<file path="src/rtl/fir_sample_mem_ctrl.sv">
// FIR delay-line controller: clears the sample RAM, writes each accepted sample into a circular
// delay line, then streams the line newest-to-oldest as one tap frame per sample.
module fir_sample_mem_ctrl #(
    parameter int ADDR_WIDTH = 5,
    parameter int DATA_WIDTH = 16,
    parameter int N_TAPS     = 32,
    parameter int RD_LAT     = 1
) (
    input  logic                  clk,
    input  logic                  rst,
    input  logic                  in_valid,
    input  logic [DATA_WIDTH-1:0] in_data,
    output logic                  in_ready,
    output logic                  mem_wr,
    output logic [ADDR_WIDTH-1:0] mem_adres,
    output logic [DATA_WIDTH-1:0] mem_data,
    input  logic [DATA_WIDTH-1:0] mem_q,
    output logic                  tap_valid,
    output logic [DATA_WIDTH-1:0] tap_data,
    output logic [ADDR_WIDTH-1:0] tap_idx,
    output logic                  tap_last,
    output logic                  frame_done
);

    typedef enum logic [2:0] {S_CLEAR, S_IDLE, S_WRITE, S_READ, S_DRAIN, S_DONE} state_t;

    localparam logic [ADDR_WIDTH-1:0] LAST_IDX = ADDR_WIDTH'(N_TAPS - 1);
    localparam logic [ADDR_WIDTH-1:0] ONE      = ADDR_WIDTH'(1);

    state_t                state, state_nxt;
    logic [ADDR_WIDTH-1:0] wptr, wptr_nxt;
    logic [ADDR_WIDTH-1:0] cnt, cnt_nxt;
    logic [ADDR_WIDTH-1:0] rd_addr, rd_addr_nxt;
    logic [DATA_WIDTH-1:0] sample, sample_nxt;
    logic                  wr_nxt;
    logic [ADDR_WIDTH-1:0] adres_nxt;
    logic [DATA_WIDTH-1:0] data_nxt;
    logic                  tv0, tv0_nxt;
    logic [ADDR_WIDTH-1:0] idx0, idx0_nxt;
    logic                  last0, last0_nxt;
    logic                  done_nxt;

    assign in_ready = (state == S_IDLE) && !rst;
    assign tap_data = mem_q;

    always_comb begin
        state_nxt   = state;
        wptr_nxt    = wptr;
        cnt_nxt     = cnt;
        rd_addr_nxt = rd_addr;
        sample_nxt  = sample;
        wr_nxt      = 1'b0;
        adres_nxt   = '0;
        data_nxt    = '0;
        tv0_nxt     = 1'b0;
        idx0_nxt    = '0;
        last0_nxt   = 1'b0;
        done_nxt    = 1'b0;
        case (state)
            S_CLEAR: begin
                wr_nxt    = 1'b1;
                adres_nxt = cnt;
                cnt_nxt   = cnt + ONE;
                if (cnt == LAST_IDX) begin
                    cnt_nxt   = '0;
                    state_nxt = S_IDLE;
                end
            end
            S_IDLE: begin
                if (in_valid) begin
                    sample_nxt = in_data;
                    state_nxt  = S_WRITE;
                end
            end
            S_WRITE: begin
                wr_nxt      = 1'b1;
                adres_nxt   = wptr;
                data_nxt    = sample;
                rd_addr_nxt = wptr;
                cnt_nxt     = '0;
                state_nxt   = S_READ;
            end
            S_READ: begin
                // Walk backwards from the newest sample; wrap is explicit so any depth works.
                adres_nxt   = rd_addr;
                tv0_nxt     = 1'b1;
                idx0_nxt    = cnt;
                last0_nxt   = (cnt == LAST_IDX);
                rd_addr_nxt = (rd_addr == '0) ? LAST_IDX : rd_addr - ONE;
                cnt_nxt     = cnt + ONE;
                if (cnt == LAST_IDX) begin
                    cnt_nxt   = '0;
                    state_nxt = (RD_LAT != 0) ? S_DRAIN : S_DONE;
                end
            end
            S_DRAIN: state_nxt = S_DONE;
            S_DONE: begin
                done_nxt  = 1'b1;
                wptr_nxt  = (wptr == LAST_IDX) ? '0 : wptr + ONE;
                state_nxt = S_IDLE;
            end
            default: state_nxt = S_CLEAR;
        endcase
    end

    always_ff @(posedge clk or posedge rst) begin
        if (rst) begin
            state      <= S_CLEAR;
            wptr       <= '0;
            cnt        <= '0;
            rd_addr    <= '0;
            sample     <= '0;
            mem_wr     <= 1'b0;
            mem_adres  <= '0;
            mem_data   <= '0;
            tv0        <= 1'b0;
            idx0       <= '0;
            last0      <= 1'b0;
            frame_done <= 1'b0;
        end else begin
            state      <= state_nxt;
            wptr       <= wptr_nxt;
            cnt        <= cnt_nxt;
            rd_addr    <= rd_addr_nxt;
            sample     <= sample_nxt;
            mem_wr     <= wr_nxt;
            mem_adres  <= adres_nxt;
            mem_data   <= data_nxt;
            tv0        <= tv0_nxt;
            idx0       <= idx0_nxt;
            last0      <= last0_nxt;
            frame_done <= done_nxt;
        end
    end

    // Tap sideband follows the address by the RAM read latency so it lines up with mem_q.
    if (RD_LAT == 0) begin : g_lat0
        assign tap_valid = tv0;
        assign tap_idx   = idx0;
        assign tap_last  = last0;
    end else begin : g_lat1
        logic                  tv1;
        logic [ADDR_WIDTH-1:0] idx1;
        logic                  last1;
        always_ff @(posedge clk or posedge rst) begin
            if (rst) begin
                tv1   <= 1'b0;
                idx1  <= '0;
                last1 <= 1'b0;
            end else begin
                tv1   <= tv0;
                idx1  <= idx0;
                last1 <= last0;
            end
        end
        assign tap_valid = tv1;
        assign tap_idx   = idx1;
        assign tap_last  = last1;
    end

endmodule

</file>
<file path="config.mk">
export PLATFORM = sky130hd
export DESIGN_NAME = fir_sample_mem_ctrl
export DESIGN_NICKNAME = d
export VERILOG_FILES = /design/src/rtl/fir_sample_mem_ctrl.sv
export SDC_FILE = /design/constraint.sdc
export NUM_CORES = 1
export LEC_CHECK = 0
export ABC_AREA = 1
export CAP_MARGIN = 0
export CORE_ASPECT_RATIO = 1.1
export CORE_MARGIN = 1
export CORE_UTILIZATION = 38
export DETAILED_ROUTE_END_ITERATION = 10
export PLACE_DENSITY = 0.7
export SYNTH_ARGS = -nofsm -noshare
export SYNTH_HDL_FRONTEND = slang
export SYNTH_SLANG_ARGS = --single-unit
</file>
<file path="constraint.sdc">
create_clock -name clk -period 3.6 [get_ports clk]
set_input_delay 1.08 -clock clk [delete_from_list [all_inputs] [get_ports clk]]
set_output_delay 1.08 -clock clk [all_outputs]
set_load 0.01 [all_outputs]
</file>
# Yosys cells after proc, flatten, opt, wreduce, memory -nomap -nowiden
# Index checks and enable logic that the tools add are counted.
totals:
  reg_bits: 71
  latchBits: 0
  ram_bits: 0
  romBits: 0
  in_bits: 35
  out_inout_bits: 47
  word_cells: 54
  mem_count: 0
classes:
  addsub: 3
  multipliers: 0
  n_div: 0
  order_cmp: 0
  n_eq_ne: 10
  n_shift: 0
  mux: 16
  bitwise_logic: 0
  n_reduce_logical: 10
ops:
  columns: ["operator", "n"]
  rows:
  - ["two-way mux 5 bit", 4]
  - ["case mux 5 bit (2 select lines)", 2]
  - ["case mux 3 bit (6 select lines)", 1]
  - ["two-way mux 16 bit", 1]
  - ["case mux 5 bit (3 select lines)", 1]
  - ["adder 5 x 1 -> 5 bit (second input constant)", 2]
  - ["== test 5 bit (second input constant)", 2]
  - ["two-way mux 3 bit", 3]
  - ["== test 3 x 2 -> 1 bit (second input constant)", 2]
  - ["== test 3 bit (second input constant)", 2]
  - ["inequality test 2 bit (second input constant)", 3]
  - ["logical NOT 5 bit", 1]
  - ["subtractor 5 x 1 -> 5 bit (second input constant)", 1]
  - ["two-way mux 1 bit", 4]
  - ["nonzero test 2 bit", 2]
  - ["OR reduction 2 bit", 2]
  - ["== test 3 x 1 -> 1 bit (second input constant)", 1]
  - ["logical NOT 3 bit", 1]
  - ["AND reduction 3 bit", 1]
  - ["AND reduction 2 bit", 1]
  - ["logical AND 1 bit", 1]
  - ["logical NOT 1 bit", 1]

# Depth between registers and ports, before layout
depth:
  depth_word: 3
  depth_mapped: 9
  ltp_nobuf: 9

# Worst setup path after synthesis
# Ideal clock, no wire load.
synth_timing:
  path_kind: "input to output"
  start: "in rst"
  end: "out in_ready"
  t_arrival_ps: 1249
  required_ps: 2520
  setup_slack_ps: 1271
  stages: 1
  path_buffers: 0
  cell_sequence: "nor2_1"
synth_via:
  elab_chain_len: 2
synth_rtl:
  columns: ["item", "line_no", "source"]
  rows:
  - ["from (decl)", "10", "input logic rst,"]
  - ["logical NOT 1 bit (no source line)", null, null]
  - ["logical AND 1 bit", "43", "assign in_ready = (state == S_IDLE) && !rst;"]
  - ["to (decl)", "13", "output logic in_ready,"]
# No other way between the ends.

# Worst setup path after layout
# Same ends and word-level chain as after synthesis.

==> results.yml <==
floorplanning:
  die_w_um: 85.5
  die_area_sq_mm: 0.00802
  die_h_um: 93.8
  fp-row-count: 33
  io_pins: 82
  core_area_sq_mm: 0.00743
  initial_core_util_pct: 39.2
finish:
  area_growth_syn_to_layout_pct: 24.8
  fillers: 668
  drive_gt1_share_pct: 7.76
  fin_util_pct: 48.9
  n_antenna_cell: 0
  fin_area_sq_mm: 0.00364
  seqCellArea_sq_mm: 0.00178
  multi_input_area_sq_um: 795
  nets: 384
hold_path:
  hp-class: "reg -> reg"
  hold_depth: 0
  hp-start: "idx0[1]"
  hold_end: "tap_idx[1]"
routing:
  drtIter0Drc: 56
  drtAntennaViolNets: 0
  num_vias: 2034
  drt_first_pass_iters: 7
  vias_per_cell: 4.68
  wl_per_cell_um: 12.2
  drc_errors: 1
  routed_wl_mm: 5.29
timing:
  hold_viol: 0
  period_minus_slack_ns: 3.35
  rsz0062_at_grt: "false"
  max_slew_margin_pct: 63.5
  finalCritPeriodShare_pct: 93.2
  skew_ns: 0.00384
  drv_slew: 0
  fmax_ghz: 0.298
  finalSetupTns_ns: 0
  setup_viol: 0
  worstMarginPinSlew_ns: 0.545
placement:
  gp_congestion: 0.827
  portBuffers: 49
  placed_area_sq_mm: 0.00337
  dp_hpwl_mm: 3.73
setup_path:
  crit_fanout: 2
  crit_type: "in -> out"
  cp_cell_sequence: "clkdlybuf4s50_1 -> nor2_1 -> clkdlybuf4s50_1"
  max_stage_delay_ns: 0.56
  cp-end-kind: "output pin"
  path_common_cell: "clkdlybuf4s50_1"
  r2r_cells: 6
  cp_slowest_cell: "clkdlybuf4s50_1"
  critical_path.top_delay_family: "buffers and inverters"
  worst_setup_path_start_kind: "primary input"
  r2r_slack_ns: 2.05
  required_ns: 2.52
  rr_endpoint: "rd_addr[1]"
  worstPathArrival_ns: 2.27
  r2r-start: "state[2]"
  path_buf_inv: 2
yosys:
  synth_edf_count: 0
  syn_area_sq_mm: 0.00291
  synth_fp_nets: 344
  ys_seq_area_share_pct: 61.0
  synth-warning-count: 0
  ys_ff_latch: 71
  ys_async_sr_fraction_pct: 100
  synth_top_area_share_pct: 61.0
  synthFlopType: "dfrtp_1"
  synth_area_leader_cell: "dfrtp_1"
  synth.avg_cell_area_sq_um: 9.62
  yosys-top-cells-area: "dfrtp_1, nor2_1, nand2_1, inv_1, buf_4"
  syn_inst: 303
  netlist-cell-type-count: 23
clock_tree:
  cts_resized: 0
  holdBufCountCts: 0
  clk_latency_ns: 0.33
  clock-root-buffer: "clkbuf_8"
  cts_made_buffers: 9
  cts_setup_buffers: 0
  cts_buffer_depth: 2
  h-tree-depth: 3
  tritoncts: "done"
  cts.sinks: 71
  clk_pin_slew_worst_paths_ns: 0.07
global_route:
  grt_pass1_wl_mm: 8.74
  antenna_found_initial: 0
  grt_max_degree: 61
  grt-ovfl-total: 0
  grt_usage_pct: 14.4
  grt_pass1_vias: 1961
power:
  powerDensity_mw_per_mm2: 852
  peakVddDrop_mv: 0.239
  p_leak_uw: 0.00184
run_status:
  violations: "design-rule violations"
  outcome: "complete, but fails checks"
job:
  maxCapViolations: 0
## where the power goes
part / leakage, uW / total, uW / switching (uW) / internal [uW]
combinational: 0.000798 / 1060 / 614 / 443
sequential: 0.000904 / 1210 / 133 / 1070
clock: 0.000134 / 835 / 284 / 551
## kinds of logic (layout without fill, tap and decap cells)
kind of cell / count (synthesis) / count (layout) / synth area share, %
compound gates: 38 / 38 / 7.38
simple gates: 118 / 118 / 16.7
flops: 71 / 71 / 61.0
fa+ha+maj: 6 / 6 / 2.58
xor+xnor: 2 / 2 / 0.601
buf+inv: 68 / 113 / 11.8
## placed cells by master (no fill, tap or decap), drive strengths merged
cell           instances
nor3                   2
dfrtp                 71
a21oi                 19
clkdlybuf4s50         49
clkbuf                11
nand2                 50
nand3                 11
xor2                   1
nand4                  1
o221ai                 5
xnor2                  1
o22ai                  1
ha                     6
nor2                  54
inv                   47
o21ai                 11
buf                    1
o211ai                 2
bufinv                 4
clkinv                 1
## state kept, by name, indices dropped and copies added (netlist names)
name,flops
sample,16
tv0,1
idx0,5
rd_addr,5
state,3
mem_wr,1
tap_idx,5
frame_done,1
mem_adres,5
mem_data,16
last0,1
tap_last,1
wptr,5
cnt,5
tap_valid,1
## area by class of cell
cell class                      instances  area share, %
Tap cell                               87           2.99
Inverter                               47           4.85
Clock inverter                          5           3.54
Multi-Input combinational cell        164           21.8
Clock buffer                           11           3.89
Timing Repair Buffer                   50           14.0
Sequential cell                        71           48.8
## how the worst max path moves through the flow
stage | cells after the start | start | to
2_1_floorplan | 1 | rst | cnt[0]
3_3_place_gp | 3 | rst | in_ready
3_5_place_dp | 3 | rst | in_ready
4_1_cts | 3 | rst | in_ready
5_1_grt | 3 | rst | in_ready
6_report | 3 | rst | in_ready
## worst register-to-register path: stages (launching register included)
cell and delay [ns]:
dfrtp_1 0.48, inv_1 0.17, nand3_2 0.32, nand2_1 0.24, inv_1 0.09, nand2_1 0.06
o211ai_1 0.08
## stage by stage
stage	hold WS, ns	power [uW]	worst slack [ns]	cells
3_5_place_dp	0.335	2290	0.242	419
4_1_cts	0.351	3140	0.229	435
6_report	0.349	3100	0.245	435
3_3_place_gp	0.333	2250	0.233	419
5_1_grt	0.360	3330	0.194	435
2_1_floorplan	0.331	1910	0.723	303
## cells in the mapped netlist (3+ instances only)
| cell | number |
|---|---|
| nand2_1 | 47 |
| nor2_1 | 51 |
| dfrtp_1 | 71 |
| o21ai_0 | 11 |
| inv_2 | 3 |
| ha_1 | 6 |
| buf_4 | 17 |
| inv_1 | 44 |
| nand3_1 | 10 |
| buf_6 | 3 |
| nand2_2 | 3 |
| a21oi_1 | 19 |
| o221ai_1 | 5 |
## metal layers
metal  up-vias  track usage (%)  routed length [um]  part of all wire [%]
met5         -                0                   0                     0
met4         0             7.78                 114                   2.2
met3         9             3.87                 306                   5.8
met2        58             23.7                2520                    48
met1       959             17.2                2360                    45
li1       1008                -                   -                     -
No activity file was read; power rests on OpenSTA's default activity.
